==> config.mk <==
export PLATFORM = sky130hd
export DESIGN_NAME = nibble_serial_addsub_seq_flat
export DESIGN_NICKNAME = d
export VERILOG_FILES = /design/src/rtl/nibble_serial_addsub_seq_pkg.sv /design/src/rtl/nibble_serial_addsub_seq_if.sv /design/src/rtl/nibble_serial_addsub_seq.sv /design/src/flat_wrapper.sv
export SDC_FILE = /design/constraint.sdc
export NUM_CORES = 1
export LEC_CHECK = 0
export BUFFER_PORTS_ARGS = -buffer_cell sky130_fd_sc_hd__buf_2
export CAP_MARGIN = 25
export CORE_ASPECT_RATIO = 0.5
export CORE_UTILIZATION = 50
export DETAILED_ROUTE_END_ITERATION = 10
export PLACE_DENSITY = 0.78
export SYNTH_ARGS = -nofsm -noshare
export SYNTH_HDL_FRONTEND = slang
export SYNTH_SLANG_ARGS = --single-unit
export TNS_END_PERCENT = 1
==> constraint.sdc <==
create_clock -name clk -period 2.4 [get_ports clk]
set_input_delay 0.36 -clock clk [delete_from_list [all_inputs] [get_ports clk]]
set_output_delay 0.36 -clock clk [all_outputs]
set_load 0.02 [all_outputs]
==> src/rtl/nibble_serial_addsub_seq_pkg.sv <==
// Shared definitions for the nibble-serial add/sub sequencer and its adder link.
// Optional signed overflow is enabled with the ADDSUB_OVERFLOW_EN macro.
package addsub_pkg;

  localparam int NIBBLE_W = 4;

  localparam logic OP_ADD = 1'b0;
  localparam logic OP_SUB = 1'b1;

  typedef enum logic [1:0] {
    IDLE = 2'd0,
    RUN  = 2'd1,
    DONE = 2'd2
  } state_e;

  // Two's-complement overflow: like-signed operands producing an opposite-signed sum.
  function automatic logic ovf_calc(input logic a_msb, input logic b_msb, input logic r_msb);
    return (a_msb == b_msb) && (r_msb != a_msb);
  endfunction

endpackage

==> src/rtl/nibble_serial_addsub_seq_if.sv <==
// Request, nibble-datapath and result bus of the nibble-serial add/sub sequencer.
// master = environment/adder side, slave = sequencer side.
interface nibble_serial_addsub_seq_if
  import addsub_pkg::*;
#(
  parameter int NIBBLES = 4
);
  localparam int W = NIBBLE_W * NIBBLES;

  logic                in_valid;
  logic                in_ready;
  logic [W-1:0]        op_a;
  logic [W-1:0]        op_b;
  logic                op_sub;
  logic [NIBBLE_W-1:0] nib_a;
  logic [NIBBLE_W-1:0] nib_b;
  logic                nib_cin;
  logic                nib_s;
  logic [NIBBLE_W-1:0] nib_sum;
  logic                nib_cout;
  logic                out_valid;
  logic                out_ready;
  logic [W-1:0]        result;
  logic                carry;
  logic                ovf;

  modport master (
    output in_valid, op_a, op_b, op_sub, nib_sum, nib_cout, out_ready,
    input  in_ready, nib_a, nib_b, nib_cin, nib_s, out_valid, result, carry, ovf
  );

  modport slave (
    input  in_valid, op_a, op_b, op_sub, nib_sum, nib_cout, out_ready,
    output in_ready, nib_a, nib_b, nib_cin, nib_s, out_valid, result, carry, ovf
  );

endinterface

==> src/rtl/nibble_serial_addsub_seq.sv <==
// Feeds a 4-bit adder one nibble per cycle (LSB first, carry chained) and assembles the result.
// Signed overflow output is live only when ADDSUB_OVERFLOW_EN is defined, otherwise tied to 0.
module nibble_serial_addsub_seq
  import addsub_pkg::*;
#(
  parameter int NIBBLES = 4
) (
  input logic clk,
  input logic rst_n,
  nibble_serial_addsub_seq_if.slave bus
);

  localparam int W     = NIBBLE_W * NIBBLES;
  localparam int IDX_W = (NIBBLES > 1) ? $clog2(NIBBLES) : 1;
  localparam logic [IDX_W-1:0] LAST_IDX = IDX_W'(NIBBLES - 1);

  state_e           state, state_nx;
  logic [IDX_W-1:0] idx;
  logic [W-1:0]     a_reg, b_reg, result_reg;
  logic             carry_reg;
  logic             accept;

  assign accept = bus.in_valid && bus.in_ready;

  always_comb begin
    state_nx      = state;
    bus.in_ready  = 1'b0;
    bus.out_valid = 1'b0;
    bus.nib_a     = '0;
    bus.nib_b     = '0;
    bus.nib_cin   = 1'b0;
    bus.nib_s     = 1'b0;
    case (state)
      IDLE: begin
        bus.in_ready = rst_n;
        if (bus.in_valid && rst_n) state_nx = RUN;
      end
      RUN: begin
        bus.nib_a   = a_reg[idx*NIBBLE_W +: NIBBLE_W];
        bus.nib_b   = b_reg[idx*NIBBLE_W +: NIBBLE_W];
        bus.nib_cin = carry_reg;
        if (idx == LAST_IDX) state_nx = DONE;
      end
      DONE: begin
        bus.out_valid = 1'b1;
        if (bus.out_ready) state_nx = IDLE;
      end
      default: state_nx = IDLE;
    endcase
  end

  always_ff @(posedge clk) begin
    if (!rst_n) state <= IDLE;
    else        state <= state_nx;
  end

  // Operands are only sampled on acceptance; subtract is A + ~B + 1 through add mode.
  always_ff @(posedge clk) begin
    if (state == IDLE && accept) begin
      a_reg <= bus.op_a;
      b_reg <= (bus.op_sub == OP_SUB) ? ~bus.op_b : bus.op_b;
    end
  end

  always_ff @(posedge clk) begin
    if (!rst_n) begin
      idx        <= '0;
      result_reg <= '0;
      carry_reg  <= 1'b0;
    end else if (state == IDLE && accept) begin
      idx       <= '0;
      carry_reg <= bus.op_sub;
    end else if (state == RUN) begin
      result_reg[idx*NIBBLE_W +: NIBBLE_W] <= bus.nib_sum;
      carry_reg                            <= bus.nib_cout;
      idx                                  <= idx + 1'b1;
    end
  end

  assign bus.result = result_reg;
  assign bus.carry  = carry_reg;

`ifdef ADDSUB_OVERFLOW_EN
  logic ovf_reg;

  // Captured on the final nibble, when the result MSB is on nib_sum.
  always_ff @(posedge clk) begin
    if (!rst_n)
      ovf_reg <= 1'b0;
    else if (state == RUN && idx == LAST_IDX)
      ovf_reg <= ovf_calc(a_reg[W-1], b_reg[W-1], bus.nib_sum[NIBBLE_W-1]);
  end

  assign bus.ovf = ovf_reg;
`else
  assign bus.ovf = 1'b0;
`endif

endmodule

==> src/flat_wrapper.sv <==
// flat-port wrapper written by rule: the top's interface ports become plain ports
module nibble_serial_addsub_seq_flat import addsub_pkg::*;
#(
  parameter int NIBBLES = 4
)
  (clk, rst_n, bus_in_valid, bus_op_a, bus_op_b, bus_op_sub, bus_nib_sum, bus_nib_cout, bus_out_ready, bus_in_ready, bus_nib_a, bus_nib_b, bus_nib_cin, bus_nib_s, bus_out_valid, bus_result, bus_carry, bus_ovf);
  nibble_serial_addsub_seq_if #(.NIBBLES(NIBBLES)) bus_i ();
  input logic clk;
  input logic rst_n;
  input wire logic [$bits(bus_i.in_valid)-1:0] bus_in_valid;
  input wire logic [$bits(bus_i.op_a)-1:0] bus_op_a;
  input wire logic [$bits(bus_i.op_b)-1:0] bus_op_b;
  input wire logic [$bits(bus_i.op_sub)-1:0] bus_op_sub;
  input wire logic [$bits(bus_i.nib_sum)-1:0] bus_nib_sum;
  input wire logic [$bits(bus_i.nib_cout)-1:0] bus_nib_cout;
  input wire logic [$bits(bus_i.out_ready)-1:0] bus_out_ready;
  output wire logic [$bits(bus_i.in_ready)-1:0] bus_in_ready;
  output wire logic [$bits(bus_i.nib_a)-1:0] bus_nib_a;
  output wire logic [$bits(bus_i.nib_b)-1:0] bus_nib_b;
  output wire logic [$bits(bus_i.nib_cin)-1:0] bus_nib_cin;
  output wire logic [$bits(bus_i.nib_s)-1:0] bus_nib_s;
  output wire logic [$bits(bus_i.out_valid)-1:0] bus_out_valid;
  output wire logic [$bits(bus_i.result)-1:0] bus_result;
  output wire logic [$bits(bus_i.carry)-1:0] bus_carry;
  output wire logic [$bits(bus_i.ovf)-1:0] bus_ovf;
  assign bus_i.in_valid = bus_in_valid;
  assign bus_i.op_a = bus_op_a;
  assign bus_i.op_b = bus_op_b;
  assign bus_i.op_sub = bus_op_sub;
  assign bus_i.nib_sum = bus_nib_sum;
  assign bus_i.nib_cout = bus_nib_cout;
  assign bus_i.out_ready = bus_out_ready;
  assign bus_in_ready = bus_i.in_ready;
  assign bus_nib_a = bus_i.nib_a;
  assign bus_nib_b = bus_i.nib_b;
  assign bus_nib_cin = bus_i.nib_cin;
  assign bus_nib_s = bus_i.nib_s;
  assign bus_out_valid = bus_i.out_valid;
  assign bus_result = bus_i.result;
  assign bus_carry = bus_i.carry;
  assign bus_ovf = bus_i.ovf;
  nibble_serial_addsub_seq #(.NIBBLES(NIBBLES)) u_core (.clk(clk), .rst_n(rst_n), .bus(bus_i));
endmodule
* Word-level counts from Yosys, hierarchy flattened
Cells that the tools add are included.
Word-level totals: register bits after elaboration 53, input bits 42, output and inout bits 30, word-level logic and storage cells 42
Cells by class: $add $sub $neg 2, eq/ne operators 6, shift operators 4, muxes and demuxes 13, bitwise operators 3, reductions and logical operators 8
Operators by type and width (number):
- $neg 4->34 | 1
- $shift 4x34->16 const A | 1
- $shiftx 4x34->16 | 1
- $shiftx 16x5->4 | 2
- $bwmux 16 | 1
- $mux 16 | 1
- $not 16->16 | 1
- $mux 4 | 2
- $mux 2 | 3
- $pmux 2 s3 | 1
- $mux 1 | 5
- $eq 2x2->1 const B | 2
- $ne 2x1->1 const B | 2
- $logic_and 1x1->1 | 3
- $reduce_and 3->1 | 1
- $add 2x1->2 const B | 1
- $eq 2x1->1 const B | 1
- $logic_not 2->1 | 1
- $ne 2x2->1 const B | 1
- $not 1->1 | 2
- $reduce_and 2->1 | 1
- $reduce_bool 2->1 | 1
- $reduce_or 2->1 | 1

* Depth between registers and ports, before layout
Gate-level depths: netlist of the first run.
depth after elaboration 6, mapped depth 7, mapped depth without buffers 5

* Worst setup path after synthesis of the first run
Ideal clock, no wire load.
kind flip-flop to flip-flop, start register u_core.idx[0], end register u_core.result_reg[14] (netlist: u_core.bus.result[14]), setup time 0.070 ns, arrival time 1.854 ns, required time 2.330 ns, path slack 0.476 ns, stages on the path, launching flop included 7, path buffers 2, period minus slack after synthesis 1.924 ns, path through dfxtp_1 > buf_2 > buf_4 > inv_1 > ha_1 > or4b_4 > o2bb2ai_1
Between the ends: longest elaborated chain between the ends 3, elaborated cells on any way between the ends 4, classes of those cells 1 x add/sub; 2 x shift; 1 x mux
RTL lines:
- start: declaration | line nibble_serial_addsub_seq.sv:18 | logic [IDX_W-1:0] idx;
- start signal: assignment | line nibble_serial_addsub_seq.sv:76 | idx <= idx + 1'b1;
- $neg 4->34 (*) | line nibble_serial_addsub_seq.sv:74 | result_reg[idx*NIBBLE_W +: NIBBLE_W] <= bus.nib_sum;
- $shiftx 4x34->16 or $shift 4x34->16 (tied branches) | line nibble_serial_addsub_seq.sv:74
- $bwmux 16 (*) | line nibble_serial_addsub_seq.sv:74
- end signal: indexed assignment | line nibble_serial_addsub_seq.sv:74
- end: declaration | line nibble_serial_addsub_seq.sv:19 | logic [W-1:0] a_reg, b_reg, result_reg;
Mark *: on every way between the ends. The rest lies on a longest branch, timed or not. A chain may end at the register's enable or synchronous reset.

* Worst setup path after layout of the first run
start register u_core.idx[0], end output port bus_nib_a[0]
Between the ends: longest elaborated chain between the ends 2
RTL lines:
- $shiftx 16x5->4 | line nibble_serial_addsub_seq.sv:39 | bus.nib_a = a_reg[idx*NIBBLE_W +: NIBBLE_W];
- $mux 4 | line nibble_serial_addsub_seq.sv:33 | case (state)
- end: declaration | line flat_wrapper.sv:18 | output wire logic [$bits(bus_i.nib_a)-1:0] bus_nib_a;
No other way between the ends.

==> run metrics, run 1 <==
Fin Setup TNS=0 ns; DRT Wirelength=4150 um; dpl hpwl=2970 um; clock network power share=32.8%; H-tree Lvls=2; Final min period=2.06 ns; failing checks=design-rule violations; Arrival @ worst endpoint=1.70 ns; synth top area cells=edfxtp_1, dfxtp_1, mux4_2; Die ar.=4900 um2; vias in the first global route=1,471; Max VDD drop=0.331 mV; CTS buffer count=5; die height=50.0 um; leakage power=0.00117 uW; initial cell density of the core=52.3%; top-count cell post-synth=edfxtp_1; initial antenna violation count=0; final instance area=2810 um2; Post-synth EDFFs=32; Layout Utilization=63.9%; Wirelength per Cell=13.8 um; Crit Path Max Fanout=12; Reg clk slew, reported paths=0.09 ns; Setup violations, final=0; CTS tree=done; first-pass GRT wire length=6530 um; ys async rst share=0%; Hold Path Class=input pin to flop; GRT overflow=0; Iter 0 DRT Violations=41; Post-Syn Area=2300 um2; startpoint types=flop; Rows=17; Post-CTS Setup Bufs=0; top_reg_cell synth=edfxtp_1; YS warnings=0; io pins=72; Slew Limit Fails=0; Critical Path RT=2.04 ns; die width=98.0 um; synth unique cells=32; RSZ-0062 raised after global routing=false; CTS resizes=0; number of max-cap violations=0; proportion of layout cells with a drive suffix above 1=37.3%; Max Freq=486 MHz; Final #Nets=291; top cell type's share of synthesized area=41.7%; PwrDens=652 nW/um2; type of the worst setup path=flop to output pin; largest area contributor in the netlist=edfxtp_1; GP Congestion=0.766; Reg2Reg Depth=5; internal power=1410 uW; Reg power frac=55.4%; Critical Path Sink Type=output pin; antenna cells=0; DR DRC count=7; switching share of power=22.9%; WHS Path Cells=1; clock skew=0.0101 ns; largest net degree at the start of global routing=33; Placeable Area=4400 um2; Vias/cell=5.12; top cells by count, synth=edfxtp_1, dfxtp_1, nand2_1; GR Util All Layers=17.9%; #FFs+latches synth=53; antenna viol nets, final=0; combinational group share of total power=11.9%; clk_lat worst skew=0.31 ns; buffer depth of the longest clock path=2; drt pass-1 iters=7; Psw=421 uW; routed via count=1,540; Post-Place Cell Area=2700 um2; number of port buffers=69; status=finished with violations; Hold Buf Count CTS=0; Syn Area/Cell=13.4 um2; Final Cycle Share=85.7%; Root Buffer=clkbuf_8; endpoints failing hold=0; synth-to-layout area growth=22.1%; Min Hold Slack=0.221 ns; clock sink total=53; Synth Instances=172; register area share after synthesis=60.0%
## layout by cell type (no fill, tap or decap), drive strengths merged, types with 3 or more instances in the layout
| master | instances |
|---|---|
| nor2 | 3 |
| and2 | 9 |
| a22o | 4 |
| ha | 6 |
| nand3 | 3 |
| clkbuf | 6 |
| inv | 9 |
| xor2 | 16 |
| o22ai | 8 |
| buf | 73 |
| edfxtp | 32 |
| o2bb2ai | 4 |
| dfxtp | 21 |
| mux4 | 8 |
| nand2 | 17 |
## critical path: stages (launching register included)
cell and delay, ns:
dfxtp_1 0.34, buf_4 0.21, mux4_2 0.53, and2_1 0.16
buf_2 0.15
## final cells by class
class / count / area, um2
multi-input combinational: 101 / 838
fill: 340 / 1590
clock buffer: 6 / 72.6
sequential: 53 / 1380
tap: 57 / 71.3
inverter: 9 / 33.8
timing repair buffer: 73 / 375
clock inverter: 2 / 38.8
## power by group through the flow
stage                     Combinational, uW  Clock [uW]  Sequential, uW
final                                   217         601            1020
after global placement                  212           0            1040
after global routing                    237         647            1020
after floorplan                         135           0            1040
after detailed placement                218           0            1040
after CTS                               219         615            1020
## cell families (layout without fill, tap and decap cells)
| family | after synthesis | count (layout) | share of synthesized area (%) |
|---|---|---|---|
| simple gates | 44 | 44 | 11.2 |
| buf+inv | 19 | 90 | 3.75 |
| mux | 8 | 8 | 7.83 |
| other cells | 1 | 2 | 0.163 |
| fa+ha+maj | 6 | 6 | 3.26 |
| compound gates | 25 | 25 | 7.66 |
| xor+xnor | 16 | 16 | 6.09 |
| flops | 53 | 53 | 60.0 |
## stage by stage
stage | instances | power [uW] | setup slack [ns]
floorplan | 173 | 1180 | 0.476
global placement | 293 | 1250 | 0.663
detailed placement | 293 | 1260 | 0.549
CTS | 301 | 1850 | 0.317
global route | 301 | 1900 | 0.260
finish | 301 | 1830 | 0.342
## metal layers
layer / track usage, % / vias up / part of all wire (%)
li1: - / 757 / -
met1: 20.4 / 730 / 45
met2: 30.8 / 45 / 48
met3: 5.39 / 8 / 4.9
met4: 9.60 / 0 / 1.6
met5: 0 / - / 0
## path summary, 6_finish.rpt
kind / from / end / slack [ns]
setup reg to reg: u_core.idx[0] / u_core.bus.result[13] / 0.52
hold reg to reg: u_core.bus.result[4] / u_core.bus.result[4] / 0.45
hold / removal: bus_op_a[3] / u_core.a_reg[3] / 0.22
setup / recovery: u_core.idx[0] / bus_nib_a[0] / 0.34
(Power assumes the default switching activity.)
==> run 2: changes to the inputs <==
--- a/config.mk
+++ b/config.mk
@@ -5,12 +5,13 @@
 export SDC_FILE = /design/constraint.sdc
 export NUM_CORES = 1
 export LEC_CHECK = 0
-export BUFFER_PORTS_ARGS = -buffer_cell sky130_fd_sc_hd__buf_2
+export ABC_AREA = 1
 export CAP_MARGIN = 25
 export CORE_ASPECT_RATIO = 0.5
-export CORE_UTILIZATION = 50
+export CORE_UTILIZATION = 56
 export DETAILED_ROUTE_END_ITERATION = 10
-export PLACE_DENSITY = 0.78
+export DONT_BUFFER_PORTS = 1
+export PLACE_DENSITY = 0.71
 export SYNTH_ARGS = -nofsm -noshare
 export SYNTH_HDL_FRONTEND = slang
 export SYNTH_SLANG_ARGS = --single-unit
==> run 2 against run 1 <==
  * Largest power group unchanged
  * Non-clock buffer count fell by 70
  * Critical path depth did not move
  * Highest routed layer unchanged
  * Global-route usage rose by 1.9 points
  * Clock power fell by 16%
  * Setup slack got worse by 0.066 ns
  * First-iteration DRC count rose by 76%
  * Clock-buffer cell count fell by 1
  * Die area fell by 2.7%
  * The run now ends clean
  * Cell count rose by 0.66%
  * Clock skew fell by 0.00058 ns
  * Critical endpoint is now bus_nib_b[3]
==> run metrics, run 2 <==
CTS tree=done; Setup violations, final=0; synth-to-layout area growth=3.19%; leakage power=0.000934 uW; most common cell after layout, fill and taps aside=nor2_1; Wirelength per Cell=14.1 um; die width=96.6 um; Max VDD drop=0.326 mV; number of port buffers=0; clk_lat worst skew=0.31 ns; initial cell density of the core=61.4%; startpoint types=flop; DR DRC count=0; first-pass GRT wire length=7250 um; met1 usage=23.5%; register area=1380 um2; Synth Instances=250; synth unique cells=28; Max Freq=471 MHz; Iter 0 DRT Violations=72; clock sink total=53; Worst Tran Pin Value=0.634 ns; relative slew slack=57.4%; RSZ-0062 raised after global routing=false; clock skew=0.00948 ns; H-tree Lvls=2; R2R Setup Slk=0.55 ns; Post-CTS Setup Bufs=0; Critical Path RT=2.04 ns; Post-synth EDFFs=32; synth top area cells=edfxtp_1, dfxtp_1, nor2_1; Rows=16; CP bufs+invs=1; type of the worst setup path=flop to output pin; Placeable Area=4080 um2; DP Cell Count=295; Final #Nets=296; Crit Path Max Fanout=13; fill cell count=356; largest net degree at the start of global routing=24; CTS resizes=0; buffer depth of the longest clock path=2; ys async rst share=0%; Final min period=2.12 ns; Arrival @ worst endpoint=1.76 ns; commonest cells after routing, fill and taps aside=nor2_1, nand2_1, edfxtp_1; top cells by count, synth=nor2_1, nand2_1, edfxtp_1; initial antenna violation count=0; YS warnings=0; vias in the first global route=1,548; Reg clk slew, reported paths=0.10 ns; Multi-input gate area=960 um2; GRT overflow=0; proportion of layout cells with a drive suffix above 1=12.4%; Syn Area/Cell=10.0 um2; Post-Syn Area=2510 um2; die height=49.3 um; top cell type's share of synthesized area=38.3%; Hold Path Class=input pin to flop; top-count cell post-synth=nor2_1; Final Cycle Share=88.5%; Hold Buf Count CTS=0; Die ar.=4770 um2; endpoints failing hold=0; Vias/cell=5.34; antenna cells=0; Root Buffer=clkbuf_8; Slew Limit Fails=0; Non-Filler Instances=303; global routing's busiest layer=met2; Pwr Total=1790 uW; Slowest-stage cell, CP=dfxtp_1; crit path cell chain=inv_2, nor2_1, o21ai_1, a21oi_1; GR Util All Layers=19.8%; top_reg_cell synth=edfxtp_1; drt pass-1 iters=4; Critical Path Sink Type=output pin; largest area contributor in the netlist=edfxtp_1; DRT Wirelength=4260 um; Crit path max-delay family=flip-flops; dpl hpwl=3160 um; GP Congestion=0.747; register area share after synthesis=55.1%; CTS buffer count=5; slowest stage delay, CP=0.61 ns; #FFs+latches synth=53; number of max-cap violations=0; routed via count=1,617; grt met2 use=31.9%; met3 usage=9.74%; antenna viol nets, final=0; PwrDens=693 nW/um2; io pins=72; status=complete, no violations; Fin Setup TNS=0 ns
## run 2: cell families (layout without fill, tap and decap cells)
| group | after synthesis | in the layout | synth area share (%) |
|---|---|---|---|
| compound gates | 43 | 43 | 9.28 |
| xor+xnor | 17 | 17 | 5.94 |
| fa+ha+maj | 6 | 6 | 2.99 |
| buf+inv | 29 | 27 | 6.79 |
| flops | 53 | 53 | 55.1 |
| other cells | 1 | 2 | 0.150 |
| simple gates | 101 | 101 | 19.8 |
## run 2: worst reg2reg max path, delay by kind of cell (launching register included)
kind | cells | cell delay [ns]
compound gates | 1 | 0.13
fa+ha+maj | 1 | 0.37
buf+inv | 2 | 0.33
flops | 1 | 0.61
simple gates | 3 | 0.35
## run 2: per-stage QoR
step	area [um2]	utilization (%)	hold WS, ns	setup WS, ns
floorplan	2510	-	0.459	0.679
global placement	2500	61.1	0.459	0.643
detailed placement	2500	61.1	0.459	0.563
CTS	2590	63.4	0.131	0.253
global route	2590	63.4	0.116	0.0966
finish	2590	63.4	0.135	0.276
## run 2: cell type report
cell class | instances | area share [%]
clock buffers | 5 | 2.66
clock inverters | 3 | 0.870
inverters | 16 | 2.51
multi-input cells | 169 | 37.1
flip-flops and latches | 53 | 53.4
well taps | 54 | 2.61
repair buffers | 3 | 0.870
## run 2: final timing paths
kind                                      startpoint                    to  cells past startpoint
worst min-delay path                     bus_op_a[2]       u_core.a_reg[2]                      0
worst max-delay path                   u_core.idx[1]          bus_nib_b[3]                      4
worst max register to register         u_core.idx[1]  u_core.bus.result[3]                      7
worst min register to register  u_core.bus.result[5]  u_core.bus.result[5]                      2
## run 2: per-layer routing
| metal | part of all wire [%] | wire length (um) |
|---|---|---|
| met1 | 44 | 1870 |
| met2 | 45 | 1920 |
| met3 | 10 | 431 |
| met4 | 1.0 | 44 |
| met5 | 0 | 0 |
## run 2: report_power, final
part / switching (uW) / internal, uW
Clock: 295 / 207
Combinational: 166 / 73.9
Sequential: 38.3 / 1010
